### src/rtl/dec_fpr_pkg.sv
// Shared types and sizing for the FP register-file writeback scheduler.
// Provides the register address/data types, scoreboard width, the load
// credit limit and a helper that turns an (enable, address) pair into a
// one-hot register vector for the busy scoreboard.
package dec_fpr_pkg;

    localparam int NUM_FPR  = 32;
    localparam int LD_MAX   = 4;
    localparam int LD_CNT_W = 3;

    typedef logic [4:0]          fpr_addr_t;
    typedef logic [31:0]         fpr_data_t;
    typedef logic [NUM_FPR-1:0]  fpr_vec_t;
    typedef logic [LD_CNT_W-1:0] ld_cnt_t;

    localparam ld_cnt_t LD_MAX_CNT = ld_cnt_t'(LD_MAX);

    // One-hot register vector, all zero when the request is not enabled.
    function automatic fpr_vec_t fpr_onehot(input logic en, input fpr_addr_t addr);
        fpr_vec_t v;
        v       = '0;
        v[addr] = en;
        return v;
    endfunction

endpackage

### src/rtl/dec_fpr_scoreboard.sv
// Per-register busy scoreboard for long-latency FP destinations.
// Ports:
//   clk, rst                 clock and synchronous active-high reset
//   set_vec / clr_vec        registers becoming busy / completing this cycle
//   rden0..2, raddr0..2      decode source reads checked for RAW hazards
//   dec_wen, dec_waddr       decode destination checked for WAW hazards
//   busy                     current busy vector
//   stall                    hazard against the current (not next) busy state
module dec_fpr_scoreboard
    import dec_fpr_pkg::*;
(
    input  logic      clk,
    input  logic      rst,
    input  fpr_vec_t  set_vec,
    input  fpr_vec_t  clr_vec,
    input  logic      rden0,
    input  fpr_addr_t raddr0,
    input  logic      rden1,
    input  fpr_addr_t raddr1,
    input  logic      rden2,
    input  fpr_addr_t raddr2,
    input  logic      dec_wen,
    input  fpr_addr_t dec_waddr,
    output fpr_vec_t  busy,
    output logic      stall
);

    fpr_vec_t busy_q;
    fpr_vec_t busy_d;

    // A new issue to the same register overrides a completing write.
    always_comb begin
        busy_d = (busy_q & ~clr_vec) | set_vec;
    end

    always_ff @(posedge clk) begin
        if (rst) begin
            busy_q <= '0;
        end else begin
            busy_q <= busy_d;
        end
    end

    // The stall uses the registered state, so a register written back this
    // cycle still stalls; the FPR has no bypass and is updated at the edge.
    always_comb begin
        stall = (rden0   & busy_q[raddr0])
              | (rden1   & busy_q[raddr1])
              | (rden2   & busy_q[raddr2])
              | (dec_wen & busy_q[dec_waddr]);
    end

    assign busy = busy_q;

endmodule

### src/rtl/dec_fpr_wb_sched.sv
// FP register-file writeback scheduler.
// Routes the two fixed-latency pipe results to write ports 0/1, the
// non-blockable load return to port 2, and squeezes the div/sqrt result into
// whichever port is left free. Tracks outstanding loads, the pending div/sqrt
// result, a busy scoreboard for decode hazards and a sticky protocol error.
// Ports:
//   clk, rst                              clock, synchronous active-high reset
//   i0_*, i1_*                            pipe0/pipe1 result writes
//   ld_*                                  FP load return (no back-pressure)
//   div_wb_valid/rd/data, div_wb_ready    div/sqrt result handshake
//   ld_issue_*, div_issue_*               new long-latency destinations
//   rden0..2/raddr0..2, dec_wen/dec_waddr decode hazard queries
//   wen0..2/waddr0..2/wd0..2              FPR write ports
//   fpr_busy, dec_stall                   scoreboard state and hazard stall
//   ld_credit_avail, div_busy, sb_err     load credit, div pending, error
module dec_fpr_wb_sched
    import dec_fpr_pkg::*;
(
    input  logic      clk,
    input  logic      rst,
    input  logic      i0_wen,
    input  fpr_addr_t i0_waddr,
    input  fpr_data_t i0_wd,
    input  logic      i1_wen,
    input  fpr_addr_t i1_waddr,
    input  fpr_data_t i1_wd,
    input  logic      ld_wen,
    input  fpr_addr_t ld_waddr,
    input  fpr_data_t ld_wd,
    input  logic      div_wb_valid,
    input  fpr_addr_t div_wb_rd,
    input  fpr_data_t div_wb_data,
    output logic      div_wb_ready,
    input  logic      ld_issue_valid,
    input  fpr_addr_t ld_issue_rd,
    input  logic      div_issue_valid,
    input  fpr_addr_t div_issue_rd,
    input  logic      rden0,
    input  fpr_addr_t raddr0,
    input  logic      rden1,
    input  fpr_addr_t raddr1,
    input  logic      rden2,
    input  fpr_addr_t raddr2,
    input  logic      dec_wen,
    input  fpr_addr_t dec_waddr,
    output fpr_addr_t waddr0,
    output logic      wen0,
    output fpr_data_t wd0,
    output fpr_addr_t waddr1,
    output logic      wen1,
    output fpr_data_t wd1,
    output fpr_addr_t waddr2,
    output logic      wen2,
    output fpr_data_t wd2,
    output fpr_vec_t  fpr_busy,
    output logic      dec_stall,
    output logic      ld_credit_avail,
    output logic      div_busy,
    output logic      sb_err
);

    ld_cnt_t  ld_cnt_q, ld_cnt_d;
    logic     div_busy_q, div_busy_d;
    logic     sb_err_q, sb_err_d;
    logic     div_acc;
    fpr_vec_t set_vec, clr_vec;
    logic     err_now;

    // Port assignment. Loads own port 2 whenever present; div takes port 2
    // when no load returns, otherwise port 1 if pipe1 is idle.
    always_comb begin
        div_wb_ready = ~ld_wen | ~i1_wen;
        div_acc      = div_wb_valid & div_wb_ready;

        wen0   = i0_wen;
        waddr0 = i0_waddr;
        wd0    = i0_wd;

        wen1   = i1_wen;
        waddr1 = i1_waddr;
        wd1    = i1_wd;
        if (!i1_wen && ld_wen && div_acc) begin
            wen1   = 1'b1;
            waddr1 = div_wb_rd;
            wd1    = div_wb_data;
        end

        wen2   = ld_wen;
        waddr2 = ld_waddr;
        wd2    = ld_wd;
        if (!ld_wen && div_acc) begin
            wen2   = 1'b1;
            waddr2 = div_wb_rd;
            wd2    = div_wb_data;
        end
    end

    // Scoreboard updates, pending counters and protocol error detection.
    always_comb begin
        set_vec = fpr_onehot(ld_issue_valid, ld_issue_rd)
                | fpr_onehot(div_issue_valid, div_issue_rd);
        clr_vec = fpr_onehot(ld_wen, ld_waddr)
                | fpr_onehot(div_acc, div_wb_rd);

        // Counter saturates so a protocol error cannot wrap it around.
        ld_cnt_d = ld_cnt_q;
        if (ld_issue_valid && ld_wen) begin
            ld_cnt_d = ld_cnt_q;
        end else if (ld_issue_valid && ld_cnt_q != LD_MAX_CNT) begin
            ld_cnt_d = ld_cnt_q + ld_cnt_t'(1);
        end else if (ld_wen && ld_cnt_q != '0) begin
            ld_cnt_d = ld_cnt_q - ld_cnt_t'(1);
        end

        div_busy_d = div_busy_q;
        if (div_issue_valid) begin
            div_busy_d = 1'b1;
        end else if (div_acc) begin
            div_busy_d = 1'b0;
        end

        err_now = (ld_issue_valid  & fpr_busy[ld_issue_rd])
                | (div_issue_valid & fpr_busy[div_issue_rd])
                | (ld_issue_valid  & (ld_cnt_q == LD_MAX_CNT))
                | (ld_wen          & (ld_cnt_q == '0))
                | (div_issue_valid & div_busy_q)
                | (i0_wen          & fpr_busy[i0_waddr])
                | (i1_wen          & fpr_busy[i1_waddr])
                | (wen0 & wen1 & (waddr0 == waddr1))
                | (wen0 & wen2 & (waddr0 == waddr2))
                | (wen1 & wen2 & (waddr1 == waddr2));
        sb_err_d = sb_err_q | err_now;
    end

    always_ff @(posedge clk) begin
        if (rst) begin
            ld_cnt_q   <= '0;
            div_busy_q <= 1'b0;
            sb_err_q   <= 1'b0;
        end else begin
            ld_cnt_q   <= ld_cnt_d;
            div_busy_q <= div_busy_d;
            sb_err_q   <= sb_err_d;
        end
    end

    assign ld_credit_avail = (ld_cnt_q < LD_MAX_CNT);
    assign div_busy        = div_busy_q;
    assign sb_err          = sb_err_q;

    dec_fpr_scoreboard u_sb (
        .clk       (clk),
        .rst       (rst),
        .set_vec   (set_vec),
        .clr_vec   (clr_vec),
        .rden0     (rden0),
        .raddr0    (raddr0),
        .rden1     (rden1),
        .raddr1    (raddr1),
        .rden2     (rden2),
        .raddr2    (raddr2),
        .dec_wen   (dec_wen),
        .dec_waddr (dec_waddr),
        .busy      (fpr_busy),
        .stall     (dec_stall)
    );

endmodule
### config.mk
export PLATFORM = sky130hd
export DESIGN_NAME = dec_fpr_wb_sched
export DESIGN_NICKNAME = d
export VERILOG_FILES = /design/src/rtl/dec_fpr_pkg.sv /design/src/rtl/dec_fpr_scoreboard.sv /design/src/rtl/dec_fpr_wb_sched.sv
export SDC_FILE = /design/constraint.sdc
export NUM_CORES = 1
export LEC_CHECK = 0
export CAP_MARGIN = 20
export CORE_AREA = 3 3 130 132
export CTS_BUF_LIST = sky130_fd_sc_hd__clkbuf_16
export DETAILED_ROUTE_END_ITERATION = 12
export DIE_AREA = 0 0 133 135
export PLACE_DENSITY = 0.78
export SYNTH_ARGS = -nofsm -noshare
export SYNTH_HDL_FRONTEND = slang
export SYNTH_SLANG_ARGS = --single-unit
### constraint.sdc
create_clock -name clk -period 2.5 [get_ports clk]
set_input_delay 0.25 -clock clk [delete_from_list [all_inputs] [get_ports clk]]
set_output_delay 0.25 -clock clk [all_outputs]
set_load 0.02 [all_outputs]
After elaboration in Yosys (flattened, before gate mapping)
Index checks and enable logic that the tools add are counted.
{ "totals": {"out_inout_bits": 151, "elab_cells": 121, "in_bits": 190, "regBits": 37} }
{ "op_classes": {"n_mux": 34, "n_lt_le_gt_ge": 15, "bitwise": 44, "add_sub_neg": 2, "eq_ne": 5, "reduce_logical": 17} }
{ "op_table": {"columns": ["operator", "count"], "rows": [
  ["$and 32x32->32", 5],
  ["$or 32x32->32", 3],
  ["$mux 32", 2],
  ["$lt 5x6->1 const B", 10],
  ["$bmux 1 s5", 8],
  ["$not 32->32", 1],
  ["$demux 1 s5", 4],
  ["$ge 5x1->1 const B", 4],
  ["$and 1x1->1", 18],
  ["$mux 1", 16],
  ["$eq 5x5->1", 3],
  ["$or 1x1->1", 14],
  ["$logic_and 1x1->1", 10],
  ["$mux 5", 2],
  ["$mux 3", 2],
  ["$reduce_bool 2->1", 2],
  ["$add 3x1->3 const B", 1],
  ["$eq 3x3->1 const B", 1],
  ["$logic_not 3->1", 1],
  ["$lt 3x3->1 const B", 1],
  ["$ne 3x3->1 const B", 1],
  ["$not 1->1", 3],
  ["$reduce_bool 3->1", 1],
  ["$sub 3x1->3 const B", 1],
  ["2 further kinds", 3]
]} }

Longest topological paths before layout
{ "depth": {"word_depth": 13, "mapped_depth": 9} }

Cells and area by module
Synthesis repeated with hierarchy kept, for this count alone.
{ "unflattened": {"hier_cells": 667, "area_unflattened_um2": 5890.6} }
{ "modules_own_cells": {"columns": ["module", "area_per_inst_um2", "cells_per_inst", "n_inst"], "rows": [
  ["dec_fpr_wb_sched", 3734.8, 453, 1],
  ["dec_fpr_scoreboard", 2155.8, 214, 1]
]} }

Worst setup path before layout
No wires, ideal clock.
{ "synth_timing": {"path_kind": "input to output", "start": "input port raddr0[0]", "end": "output port dec_stall", "t_arrival_ps": 2039, "stages": 6, "setup_slack_ps": 211, "path_cell_list": "buf_2 > mux4_2 > mux4_2 > mux2_2 > a22oi_1 > nand2_1"} }
{ "synth_via": {"elab_chain_len": 6} }
{ "synth_rtl": {"columns": ["element", "line_no", "rtl"], "rows": [
  ["start: declaration", "dec_fpr_wb_sched.sv:39", "input fpr_addr_t raddr0,"],
  ["$bmux 1 s5", "dec_fpr_scoreboard.sv:47", "stall = (rden0 & busy_q[raddr0])"],
  ["$mux 1 (implied by the code)", "dec_fpr_scoreboard.sv:47", null],
  ["$and 1x1->1", "dec_fpr_scoreboard.sv:47", null],
  ["$or 1x1->1", "dec_fpr_scoreboard.sv:48", "| (rden1 & busy_q[raddr1])"],
  ["$or 1x1->1", "dec_fpr_scoreboard.sv:49", "| (rden2 & busy_q[raddr2])"],
  ["$or 1x1->1", "dec_fpr_scoreboard.sv:50", "| (dec_wen & busy_q[dec_waddr]);"],
  ["end: declaration", "dec_fpr_wb_sched.sv:56", "output logic dec_stall,"]
]} }
No other way between the ends. The select of a mux whose other input is x is not followed.

Worst setup path in the final report
{ "layout_timing": {"start": "input port dec_waddr[1]", "end": "output port dec_stall"} }
{ "layout_via": {"elab_chain_len": 4} }
{ "layout_rtl": {"columns": ["element", "line_no", "rtl"], "rows": [
  ["start: declaration", "dec_fpr_wb_sched.sv:45", "input fpr_addr_t dec_waddr,"],
  ["$bmux 1 s5", "dec_fpr_scoreboard.sv:50", null],
  ["$mux 1 (implied by the code)", "dec_fpr_scoreboard.sv:50", null],
  ["$and 1x1->1", "dec_fpr_scoreboard.sv:50", null],
  ["$or 1x1->1", "dec_fpr_scoreboard.sv:50", null]
]} }
No other way between the ends. The select of a mux whose other input is x is not followed.

==> metrics.log <==
[metrics] number of antenna violations at the first check in global routing: 0
[metrics] maximum clock insertion buffer count: 2
[metrics] Die Span X: 133 um
[metrics] final HPWL from detailed placement: 26900 um
[metrics] initial core utilization: 0.367
[metrics] count of unresolved DRC violations after routing: 0
[metrics] top_reg_cell synth: sky130_fd_sc_hd__dfxtp_1
[metrics] Hold Vio Cnt, Final: 0
[metrics] post-synthesis adder-cell area fraction: 0.00345
[metrics] compound-gate portion of the synthesized area: 0.133
[metrics] aggregate global-route resource usage: 0.352
[metrics] type of element capturing the critical path: output port
[metrics] Area Growth Syn to Fin: 69.2%
[metrics] run status: finished with violations
[metrics] Worst Setup Path Type: in2out
[metrics] maximum number of pins on one net before global-route repair: 38
[metrics] number of storage elements in the synthesis netlist: 37
[metrics] power per cell area: 290 nW/um^2
[metrics] parity-gate share of the synthesized area counting xor and xnor cells: 0.0196
[metrics] most used cells in the layout excluding fill and tap cells: sky130_fd_sc_hd__clkdlybuf4s50_1, sky130_fd_sc_hd__buf_4, sky130_fd_sc_hd__mux2_2
[metrics] count of filler cells inserted in the layout: 1363
[metrics] required time at the worst-slack endpoint: 2.25 ns
[metrics] DR WL/cell: 27.6 um
[metrics] clock latency at the later pin of the worst-skew pair: 0.30 ns
[metrics] via density per instance: 6.16
[metrics] clock tree root driver cell: sky130_fd_sc_hd__clkbuf_16
[metrics] number of unique standard cell types used by synthesis: 54
[metrics] first-pass iteration count of the detailed router: 7
[metrics] largest family of logic cells by synthesized area: multiplexers
[metrics] simple-gate share of the synthesized area: 0.173
[metrics] Startpoint Class: input port
[metrics] number of DRC markers after the initial detailed-route iteration: 1033
[metrics] TritonCTS clock tree: built
[metrics] Final WS setup: -0.0688 ns
[metrics] asr flop ratio synth: 0
[metrics] crit share post-route: 1.03
[metrics] mean post-synth cell area: 9.03 um^2
[metrics] leak pwr: 0.00384 uW
[metrics] total gr overflow: 0
[metrics] fraction of the core area covered by cells at the end of the flow: 0.621
[metrics] Final nets: 1168
[metrics] number of placed I/O pins: 341
[metrics] clock sinks: 37
[metrics] number of H-tree levels: 2
[metrics] failing checks: setup timing
[metrics] highest net fanout along the worst path: 8
[metrics] max-slew violations: 0
[metrics] Arrival @ worst endpoint: 2.32 ns
[metrics] total of max-cap violations: 0
[metrics] Std-Cell Rows: 46
[metrics] Tightest Pin Transition: 0.597 ns
[metrics] overall die area: 18000 um^2
[metrics] # port buffers: 276
[metrics] post-synth net total: 834
[metrics] sequential fraction of the synthesis area: 0.128
[metrics] via count of the routed design: 7357
[metrics] core area: 15800 um^2
[metrics] antenna diode count: 0
[metrics] RSZ-0062 raised after global routing: yes
[metrics] post-route clock skew: 0.0125 ns
[metrics] Inserted Clock Buffers: 5
[metrics] proportion of layout cells with a drive suffix above 1: 0.348
[metrics] via count of the first global-routing pass: 7282
[metrics] most common library cell in the layout ignoring fill and taps: sky130_fd_sc_hd__clkdlybuf4s50_1
[metrics] path type of the worst min-delay path: in2out
[metrics] mux cell area share after synthesis: 0.440
[metrics] total of hold buffers inserted after clock tree synthesis: 0
[metrics] Final TNS setup: -0.0688 ns
[metrics] final setup violating endpoints: 1
[metrics] maximum clock frequency: 0.389 GHz
[metrics] Max rail drop VDD: 270 uV
[metrics] remaining antenna violation count after routing: 0
[metrics] die boundary height: 135 um
[metrics] final total power: 2850 uW
[metrics] yosys warns: 0
[metrics] summed instance area of the synthesized netlist: 5810 um^2
[metrics] post-synthesis instance total: 643
[metrics] final worst hold slack: 0.500 ns
[metrics] Detailed Route WL: 32900 um
[metrics] EDFF count, synth: 0
[metrics] Slew headroom: 0.601
[metrics] Min Clock Period, post-route: 2.57 ns
[metrics] GP Congestion: 1.03
[metrics] first-pass GRT wire length: 47400 um
-- per-layer routing --
layer / track usage / up-vias / part of all wire / routed length [um]
li1: - / 3107 / - / -
met1: 0.465 / 3528 / 0.39 / 12700
met5: 0 / - / 0 / 0
met4: 0.0993 / 0 / 0.036 / 1180
met2: 0.556 / 606 / 0.45 / 14900
met3: 0.110 / 116 / 0.12 / 4090
-- what timing repair did --
action / 4_1_cts / 5_1_grt
endpoints found under the setup margin: 20 / 31
setup buffers: 5 / 3
gates resized for setup: 61 / 23
pin swaps: 1 / 3
-- logic make-up after synthesis --
logic type                 after synthesis
buffers and inverters                  117
muxes                                  161
adders and majority gates                1
and+or+nand+nor                        201
AOI/OAI and AO/OA                      113
xor gates and xnor gates                13
DFF                                     37
-- stage by stage --
step                      setup WS (ns)  cells  area [um^2]
after floorplan                   0.211    643         5810
after global placement           -0.704   1178         9450
after detailed placement         -0.738   1178         9450
after CTS                       -0.0504   1191         9730
after global routing             -0.126   1194         9820
final                           -0.0688   1194         9820
-- where the power goes --
group / switching [uW] / total, uW / internal [uW]
Clock: 307 / 679 / 373
Combinational: 721 / 1520 / 797
Sequential: 42.0 / 650 / 608
-- path summary, 6_finish.rpt --
path                 start          end  slack, ns  cells after the start
max           dec_waddr[1]    dec_stall      -0.07                      8
min              i0_wd[30]      wd0[30]       0.50                      0
min reg2reg    ld_cnt_q[0]  ld_cnt_q[0]       0.54                      2
max reg2reg  u_sb.busy[27]       sb_err       0.18                      9
-- final cells by class --
type	instances	area (um^2)	share of cell area
repair buffers	417	3990	0.406
inverters	27	101	0.0103
multi-input cells	489	4520	0.460
clock inverters	3	21.3	0.00217
clock buffers	5	125	0.0127
well taps	216	270	0.0275
flip-flops and latches	37	797	0.0811
-- critical path, stage by stage --
cell and delay, ns:
sky130_fd_sc_hd__clkdlybuf4s50_1 0.48, sky130_fd_sc_hd__buf_6 0.14, sky130_fd_sc_hd__mux4_2 0.31, sky130_fd_sc_hd__mux4_2 0.49, sky130_fd_sc_hd__mux2_4 0.28, sky130_fd_sc_hd__a22oi_2 0.15, sky130_fd_sc_hd__nand2_1 0.09, sky130_fd_sc_hd__buf_6 0.14
-- cell usage after synthesis, types with 3 or more instances --
cell type	number	area [um^2]
sky130_fd_sc_hd__and3b_1	6	52.6
sky130_fd_sc_hd__mux4_2	68	1530
sky130_fd_sc_hd__inv_1	27	101
sky130_fd_sc_hd__mux2i_1	19	190
sky130_fd_sc_hd__xor2_1	5	43.8
sky130_fd_sc_hd__nand4_1	4	25.0
sky130_fd_sc_hd__a31oi_1	27	169
sky130_fd_sc_hd__clkbuf_1	35	131
sky130_fd_sc_hd__nand3b_1	10	75.1
sky130_fd_sc_hd__dfxtp_1	37	741
sky130_fd_sc_hd__o22ai_1	25	156
sky130_fd_sc_hd__buf_1	6	22.5
sky130_fd_sc_hd__o221ai_1	8	70.1
sky130_fd_sc_hd__nor2b_1	9	56.3
sky130_fd_sc_hd__and3_1	4	25.0
sky130_fd_sc_hd__a21o_1	3	22.5
sky130_fd_sc_hd__nor3b_1	11	82.6
sky130_fd_sc_hd__or3_1	3	18.8
sky130_fd_sc_hd__o21ai_0	6	30.0
sky130_fd_sc_hd__nor3_1	8	40.0
sky130_fd_sc_hd__nor2_1	43	161
sky130_fd_sc_hd__buf_2	8	40.0
sky130_fd_sc_hd__buf_4	41	308
sky130_fd_sc_hd__or3b_2	4	35.0
sky130_fd_sc_hd__nand2_1	72	270
sky130_fd_sc_hd__a22oi_1	9	67.6
sky130_fd_sc_hd__xnor2_1	8	70.1
sky130_fd_sc_hd__nand2b_1	10	62.6
sky130_fd_sc_hd__a21oi_1	12	60.1
sky130_fd_sc_hd__mux2_2	74	833
sky130_fd_sc_hd__o2111ai_1	3	26.3
sky130_fd_sc_hd__nand3_1	10	50.1
-- registers in the layout, summed over array words and instances (netlist names) --
signal and cells:
div_busy 1, ld_cnt_q 3, sb_err 1, u_sb.busy 32
(Power assumes the default switching activity.)
